[src/rtl/mac_tile_sched.sv]
// Sequencer for a ROWS x COLS FP8 MAC tile: skewed operand feed, result wait, raster-order drain.
// Optional WAIT watchdog enabled by defining MAC_TILE_SCHED_TIMEOUT_EN.
module mac_tile_sched #(
  parameter int unsigned ROWS        = 4,
  parameter int unsigned COLS        = 4,
  parameter int unsigned K_MAX       = 16,
  parameter int unsigned KW          = 5,
  parameter int unsigned TIMEOUT_CYC = 1024
) (
  input  logic                      i_clk,
  input  logic                      i_rst,
  input  logic                      i_start,
  input  logic [KW-1:0]             i_k_len,
  input  logic                      i_mode_fp8_cfg,
  input  logic                      i_feed_stall,
  output logic                      o_busy,
  output logic                      o_done,
  output logic                      o_err_cfg,
  output logic                      o_err_timeout,
  output logic                      o_mode_fp8,
  output logic                      o_op_rd_en,
  output logic [KW-1:0]             o_op_rd_k,
  output logic [ROWS-1:0]           o_row_valid,
  input  logic [ROWS*COLS-1:0]      i_cell_done,
  input  logic [ROWS*COLS*16-1:0]   i_cell_result,
  output logic [ROWS*COLS-1:0]      o_cell_ack,
  output logic                      o_res_valid,
  input  logic                      i_res_ready,
  output logic [15:0]               o_res_data,
  output logic [((ROWS > 1) ? $clog2(ROWS) : 1)-1:0] o_res_row,
  output logic [((COLS > 1) ? $clog2(COLS) : 1)-1:0] o_res_col
);

  localparam int unsigned NCELL = ROWS * COLS;
  localparam int unsigned IW    = (NCELL > 1) ? $clog2(NCELL) : 1;
  localparam int unsigned RW    = (ROWS > 1) ? $clog2(ROWS) : 1;
  localparam int unsigned CW    = (COLS > 1) ? $clog2(COLS) : 1;

  localparam logic [KW-1:0] KMaxW = KW'(K_MAX);

  localparam logic [2:0] StIdle  = 3'd0;
  localparam logic [2:0] StFeed  = 3'd1;
  localparam logic [2:0] StSkew  = 3'd2;
  localparam logic [2:0] StWait  = 3'd3;
  localparam logic [2:0] StDrain = 3'd4;

  if (K_MAX >= (1 << KW) || K_MAX == 0 || TIMEOUT_CYC == 0) begin : g_bad_params
    $error("mac_tile_sched: illegal parameter combination");
  end

  logic [2:0]      r_state;
  logic [KW-1:0]   r_t;
  logic [KW-1:0]   r_klen;
  logic            r_mode;
  logic [ROWS-1:0] r_skew;
  logic [RW-1:0]   r_row;
  logic [CW-1:0]   r_col;
  logic            r_done;
  logic            r_err_cfg;

  logic            w_feed;
  logic            w_issue;
  logic            w_drain;
  logic            w_hs;
  logic            w_last;
  logic            w_cfg_ok;
  logic [IW-1:0]   w_idx;

  assign w_feed   = (r_state == StFeed);
  assign w_issue  = w_feed & ~i_feed_stall;
  assign w_drain  = (r_state == StDrain);
  assign w_hs     = w_drain & i_res_ready;
  assign w_idx    = IW'(r_row) * IW'(COLS) + IW'(r_col);
  assign w_last   = (r_row == RW'(ROWS - 1)) && (r_col == CW'(COLS - 1));
  assign w_cfg_ok = (i_k_len != '0) && (i_k_len <= KMaxW);

`ifdef MAC_TILE_SCHED_TIMEOUT_EN
  localparam int unsigned TW = $clog2(TIMEOUT_CYC + 1);
  logic [TW-1:0] r_wait_cnt;
  logic          r_err_timeout;
  assign o_err_timeout = r_err_timeout;
`else
  assign o_err_timeout = 1'b0;
`endif

  always_ff @(posedge i_clk) begin
    if (i_rst) begin
      r_state   <= StIdle;
      r_t       <= '0;
      r_klen    <= '0;
      r_mode    <= 1'b0;
      r_skew    <= '0;
      r_row     <= '0;
      r_col     <= '0;
      r_done    <= 1'b0;
      r_err_cfg <= 1'b0;
`ifdef MAC_TILE_SCHED_TIMEOUT_EN
      r_wait_cnt    <= '0;
      r_err_timeout <= 1'b0;
`endif
    end else begin
      r_done    <= 1'b0;
      r_err_cfg <= 1'b0;
`ifdef MAC_TILE_SCHED_TIMEOUT_EN
      r_err_timeout <= 1'b0;
`endif
      // Bit r carries the read enable delayed by 1+r cycles; stalls become bubbles.
      r_skew <= (r_skew << 1) | ROWS'(w_issue);
      case (r_state)
        StIdle: begin
          if (i_start) begin
            if (w_cfg_ok) begin
              r_klen  <= i_k_len;
              r_mode  <= i_mode_fp8_cfg;
              r_t     <= '0;
              r_state <= StFeed;
            end else begin
              r_err_cfg <= 1'b1;
            end
          end
        end
        StFeed: begin
          if (w_issue) begin
            r_t <= r_t + KW'(1);
            if (r_t == r_klen - KW'(1)) r_state <= StSkew;
          end
        end
        StSkew: begin
          if (r_skew == '0) begin
            r_state <= StWait;
`ifdef MAC_TILE_SCHED_TIMEOUT_EN
            r_wait_cnt <= '0;
`endif
          end
        end
        StWait: begin
          if (&i_cell_done) begin
            r_row   <= '0;
            r_col   <= '0;
            r_state <= StDrain;
          end
`ifdef MAC_TILE_SCHED_TIMEOUT_EN
          else if (r_wait_cnt == TW'(TIMEOUT_CYC - 1)) begin
            r_err_timeout <= 1'b1;
            r_state       <= StIdle;
          end else begin
            r_wait_cnt <= r_wait_cnt + TW'(1);
          end
`endif
        end
        StDrain: begin
          if (w_hs) begin
            if (w_last) begin
              r_row   <= '0;
              r_col   <= '0;
              r_done  <= 1'b1;
              r_state <= StIdle;
            end else if (r_col == CW'(COLS - 1)) begin
              r_col <= '0;
              r_row <= r_row + RW'(1);
            end else begin
              r_col <= r_col + CW'(1);
            end
          end
        end
        default: r_state <= StIdle;
      endcase
    end
  end

  always_comb begin
    o_res_data = '0;
    o_cell_ack = '0;
    for (int i = 0; i < int'(NCELL); i++) begin
      if (w_drain && (w_idx == IW'(i))) begin
        o_res_data    = i_cell_result[i*16 +: 16];
        // Never acknowledge a cell in a cycle that is being reset away.
        o_cell_ack[i] = w_hs & ~i_rst;
      end
    end
  end

  assign o_busy      = (r_state != StIdle);
  assign o_done      = r_done;
  assign o_err_cfg   = r_err_cfg;
  assign o_mode_fp8  = r_mode;
  assign o_op_rd_en  = w_issue;
  assign o_op_rd_k   = w_feed ? r_t : '0;
  assign o_row_valid = r_skew;
  assign o_res_valid = w_drain;
  assign o_res_row   = w_drain ? r_row : '0;
  assign o_res_col   = w_drain ? r_col : '0;

endmodule

[config.mk]
export PLATFORM = sky130hd
export DESIGN_NAME = mac_tile_sched
export DESIGN_NICKNAME = d
export VERILOG_FILES = /design/src/rtl/mac_tile_sched.sv
export SDC_FILE = /design/constraint.sdc
export NUM_CORES = 1
export LEC_CHECK = 0
export ABC_AREA = 1
export CAP_MARGIN = 40
export CORE_AREA = 2 2 129 131
export CTS_BUF_LIST = sky130_fd_sc_hd__clkbuf_8
export DETAILED_ROUTE_END_ITERATION = 6
export DIE_AREA = 0 0 131 133
export DONT_BUFFER_PORTS = 1
export RECOVER_POWER = 50
export SYNTH_ARGS = -nofsm -noshare
export SYNTH_HDL_FRONTEND = slang
export SYNTH_SLANG_ARGS = --single-unit
[constraint.sdc]
create_clock -name i_clk -period 3.6 [get_ports i_clk]
set_input_delay 0.72 -clock i_clk [delete_from_list [all_inputs] [get_ports i_clk]]
set_output_delay 0.72 -clock i_clk [all_outputs]
set_load 0.03 [all_outputs]
Yosys cells after proc, flatten, opt, wreduce, memory -nomap -nowiden
Index checks and enable logic that the tools add are counted.
{"block": "op_classes", "n_addsub": 5, "magnitude_cmp": 1, "eq_ne": 31, "muxes": 59, "bitwise": 10, "n_reduce_logical": 33}
{"cell": "two-way mux 16 bit", "count": 16}
{"cell": "equality test 4 bit (second input constant)", "count": 8}
{"cell": "two-way mux 3 bit", "count": 8}
{"cell": "two-way mux 5 bit", "count": 4}
{"cell": "logical AND 1 bit", "count": 18}
{"cell": "two-way mux 1 bit", "count": 18}
{"cell": "two-way mux 2 bit", "count": 9}
{"cell": "equality test 4 x 3 -> 1 bit (second input constant)", "count": 4}
{"cell": "AND reduction 16 bit", "count": 1}
{"cell": "one-hot mux 3 bit (5 select lines)", "count": 1}
{"cell": "one-hot mux 5 bit (2 select lines)", "count": 1}
{"cell": "equality test 4 x 2 -> 1 bit (second input constant)", "count": 2}
{"cell": "logical NOT 4 bit", "count": 2}
{"cell": "inequality test 2 x 1 -> 1 bit (second input constant)", "count": 4}
{"cell": "inequality test 2 bit (second input constant)", "count": 4}
{"cell": "one-hot mux 2 bit (2 select lines)", "count": 2}
{"cell": "AND reduction 4 bit", "count": 2}
{"cell": "AND reduction 8 bit", "count": 1}
{"cell": "equality test 3 x 2 -> 1 bit (second input constant)", "count": 2}
{"cell": "inverter 1 bit", "count": 6}
{"cell": "AND reduction 3 bit", "count": 2}
{"cell": "OR reduction 3 bit", "count": 2}
{"cell": "adder 5 x 1 -> 5 bit (second input constant)", "count": 1}
{"cell": "equality test 5 bit", "count": 1}
{"cell": "other kinds (15)", "count": 20}
{"block": "totals", "ff_bits": 24, "output_inout_bits": 52, "elab_cells": 148}

Logic depth before layout (Yosys ltp)
{"block": "depth", "depth_word": 19, "mapped_depth": 22, "mapped_depth_nobuf": 22}

Worst setup path before layout
Ideal clock, no wire load.
{"block": "synth_path", "path_type": "register -> output", "from": "reg r_row[0]", "to": "out o_res_data[11]", "arrival_time_ns": 2.151, "required_ns": 2.880, "setup_slack_ns": 0.729, "path_stages_with_launch": 23, "n_path_buf": 2, "cell_sequence": "dfxtp_1 > inv_1 > ha_1 > nand2_1 > nor2_4 > inv_2 > buf_2 > buf_2 > nand3_1 > nand3_1 > nand2_1 > nand2_1 > nand2_1 > nand3_1 > nand3_1 > nand2_1 > nand2_1 > nand2_1 > nand2_1 > nand2_1 > nand2_1 > nand2_1 > nand2_1"}
{"block": "synth_between", "elab_chain_len": 19, "word_cells_on_any_way": 49}
{"element": "start, declared", "line_no": "56", "rtl": "logic [RW-1:0] r_row;"}
{"element": "start signal, assigned", "line_no": "160", "rtl": "r_row <= r_row + RW'(1);"}
{"element": "adder 4 x 2 -> 4 bit (*)", "line_no": "73", "rtl": "assign w_idx = IW'(r_row) * IW'(COLS) + IW'(r_col);"}
{"element": "logical NOT 4 bit", "line_no": "175", "rtl": "if (w_drain && (w_idx == IW'(i))) begin"}
{"element": "logical AND 1 bit", "line_no": "175"}
{"element": "two-way mux 16 bit (15 in a row)", "line_no": "175"}
{"element": "two-way mux 16 bit (*)", "line_no": "175"}
{"element": "end, declared", "line_no": "29", "rtl": "output logic [15:0] o_res_data,"}
Every way passes the cells marked *; elsewhere a longest branch is shown, timed or not.

Final worst setup path
{"block": "layout_path", "from": "reg r_row[1]", "to": "out o_res_data[1]"}
The elaborated chain is that of the path after synthesis.

==> run_results.csv <==
group,metric,value,unit
run_status,status,"completed",
timing,drv_slew,0,
synthesis,synth_top_area_share,25.2,%
synthesis,yosysSeqAreaShare,11.0,%
timing,final_hold_viol_count,0,
critical_path,worstRegToRegCells,11,
clocking,clock_sinks,24,
route,post_drt_via_cell_ratio,5.09,
synthesis,ys_types,39,
synthesis,ys_async_sr_fraction,0,%
job,cap_violations,0,
place,post-dp-hpwl,15800,um
route,drt-total-wl,19500,um
synthesis,synth_top_area_cell,"nand2_1",
critical_path,end_kind,"primary output",
critical_path,start_kind,"flip-flop",
timing,fin_crit_sh,95.4,%
route,remaining_drc_errors,0,
clocking,clk_pin_slew,0.09,ns
grt,antenna_found_initial,1,
timing,worstMarginPinSlew,0.780,ns
timing,min_period,3.44,ns
power,p_leak,2.57,nW
grt,grt_util_all_layers,20.0,%
synthesis,ys_seq_elements,24,
timing,skew,0.00849,ns
clocking,h-tree-depth,1,
synthesis,netlist_top_cells_count,"nand2_1 (295), nor2_1 (156), a21oi_1 (102), nand3_1 (66), inv_1 (65)",
timing,finalSetupViolCount,0,
synthesis,yosys_most_used_dff,"dfxtp_1",
clocking,clockBufferDepth,2,
hold_path,hp-class,"reg2reg",
route,wl_per_cell,17.5,um
die,die_x,131,um
clocking,clk-insertion-delay-late,0.27,ns
synthesis,synth_edf_count,0,
synthesis,syn_area,4390,um2
place,place_congestion,0.900,
critical_path,worst-setup-path-type,"reg2out",
die,die-area,17400,um2
critical_path,crit_arrival,2.72,ns
grt,grt.overflow.total,0,
synthesis,syn-num-nets,1174,
power,vdd_drop_max,0.000141,V
critical_path,r2r-start,"r_state[2]$_SDFFE_PP0P_",
timing,max_freq,0.291,GHz
route,vias,5689,
clocking,cts-buffers-inserted,3,
synthesis,synth_most_common_cell,"nand2_1",
finish,layout-drive-gt1-share,16.1,%
grt,grt_pass1_wl,27000,um
critical_path,rrSetupSlack,1.08,ns
timing,relSlewSlack,48.0,%
place,io_buffers,0,
power,p_per_area,164,nW/um2
clocking,cts_hold_buf,0,
hold_path,hp-start,"r_col[0]$_SDFFE_PP0P_",
timing,finalSetupTns,0,ns
finish,layout.nets,1190,
synthesis,avgSynthCellArea,4.98,um2
synthesis,yosys-top-cells-area,"nand2_1 (25%), nor2_1 (13%), a21oi_1 (12%)",
die,ios,335,
finish,area_delta_synth_final,18.1,%
hold_path,hold_path_end,"r_col[0]$_SDFFE_PP0P_",
hold_path,holdPathStages,1,
synthesis,synth-warning-count,0,
route,drt_first_pass_iters,5,
critical_path,crit_fanout,16,
grt,grt_max_degree,33,
critical_path,timing.rr.end,"r_t[4]$_SDFFE_PP0P_",
route,drt-initial-drc-count,465,
power,power,0.849,mW
grt,grt_pass1_vias,4974,
route,final_antenna_net_count,0,
clocking,cts_root_buf,"clkbuf_8",
die,start_util,27.1,%
synthesis,synthCells,881,
die,fp.dieH,133,um
clocking,cts_tree,"built",
critical_path,cp_data_required_time,2.88,ns
die,rows,47,
die,design.core.area,16200,um2
## cell families (layout without fill, tap and decap cells)
group	after synthesis	in the layout	share of synthesized area (%)
adder cells (fa/ha/maj)	10	10	2.85
flip-flops	24	24	11.0
XOR/XNOR	6	6	1.20
buffers and inverters	116	131	11.1
other	1	2	0.0855
AO/OA/AOI/OAI	129	129	15.5
AND/OR/NAND/NOR	595	595	58.3
## power by group
group	switching [mW]	leakage (nW)	internal [mW]
Combinational	0.220	2.34	0.107
Sequential	0.0401	0.198	0.296
Clock	0.0874	0.0288	0.0976
## final cells by class
| type | instances | area [um2] |
|---|---|---|
| multi-input combinational | 741 | 3590 |
| tap | 220 | 275 |
| fill | 1873 | 11000 |
| clock buffer | 4 | 55.1 |
| sequential | 24 | 489 |
| antenna | 1 | 2.50 |
| timing repair buffer | 57 | 493 |
| inverter | 70 | 279 |
## state kept, by name (all words and copies together) (netlist names)
name / cells
o_row_valid: 4
r_row: 2
r_klen: 5
o_err_cfg: 1
o_mode_fp8: 1
r_state: 3
o_done: 1
r_t: 5
r_col: 2
## layout by cell type, fill, tap and decap left out, drive strengths merged
cell      count
a21oi       102
nand2       298
buf          55
xor2          4
dfxtp        24
o2111ai       1
o41ai         1
clkinvlp      1
a31oi         2
ha           10
or2          39
nand4        13
a221oi        1
xnor2         2
clkbuf        6
o211ai        4
nor4          2
nor3         13
o21ai        15
a2111oi       1
a211oi        2
diode         1
conb          1
nand3        66
nor3b         2
clkinv        1
nor2        162
inv          68
## metrics by stage
stage / util [%] / hold WS (ns) / std cells / instance area [um2] / setup WS [ns]
CTS: 30.8 / 0.495 / 1109 / 4980 / 0.0116
detailed placement: 29.6 / 0.486 / 1096 / 4780 / 0.0518
global placement: 29.5 / 0.476 / 1095 / 4770 / 0.0916
floorplan: - / 0.453 / 881 / 4390 / 0.729
finish: 32.0 / 0.477 / 1117 / 5180 / 0.165
global route: 32.0 / 0.478 / 1117 / 5180 / -0.00501
## what timing repair did
| item | CTS | global route |
|---|---|---|
| cloned | 0 | 0 |
| pin swaps | 2 | 7 |
| setup endpoints to repair | 12 | 16 |
| buffers inserted | 9 | 7 |
| gates resized for setup | 16 | 44 |
## worst max path at each step
stage	start	to	slack, ns	cells after the start
floorplan	r_row[0]$_SDFFE_PP0P_	o_res_data[11]	0.73	22
global placement	r_col[0]$_SDFFE_PP0P_	o_res_data[0]	0.09	21
detailed placement	r_col[0]$_SDFFE_PP0P_	o_res_data[0]	0.05	21
CTS	r_col[0]$_SDFFE_PP0P_	o_res_data[13]	0.01	21
global route	r_row[1]$_SDFFE_PP0P_	o_res_data[1]	-0.005	19
finish	r_row[1]$_SDFFE_PP0P_	o_res_data[1]	0.16	20
## layer usage
metal / vias to the layer above / global-route usage (%) / wire length [um]
li1: 2825 / - / -
met1: 2528 / 25.2 / 7920
met2: 307 / 36.2 / 9490
met3: 29 / 3.56 / 1810
met4: 0 / 2.19 / 275
met5: - / 0 / 0
## worst max-delay path, stage by stage, from the launching register on
cell and delay (ns):
dfxtp_2 0.34, inv_2 0.10, ha_2 0.21, clkinvlp_4 0.14
buf_12 0.17, nor2_8 0.11, buf_4 0.22, a21oi_1 0.06
nand2_1 0.09, nand2_1 0.05, nand2_1 0.09, nand3_1 0.09
nand3_1 0.07, nand2_1 0.05, nand2_1 0.09, nand2_1 0.06
nand2_1 0.09, nand2_1 0.06, nand2_1 0.07, nand2_1 0.06
nand2_1 0.23
No activity file was read; power rests on OpenSTA's default activity.
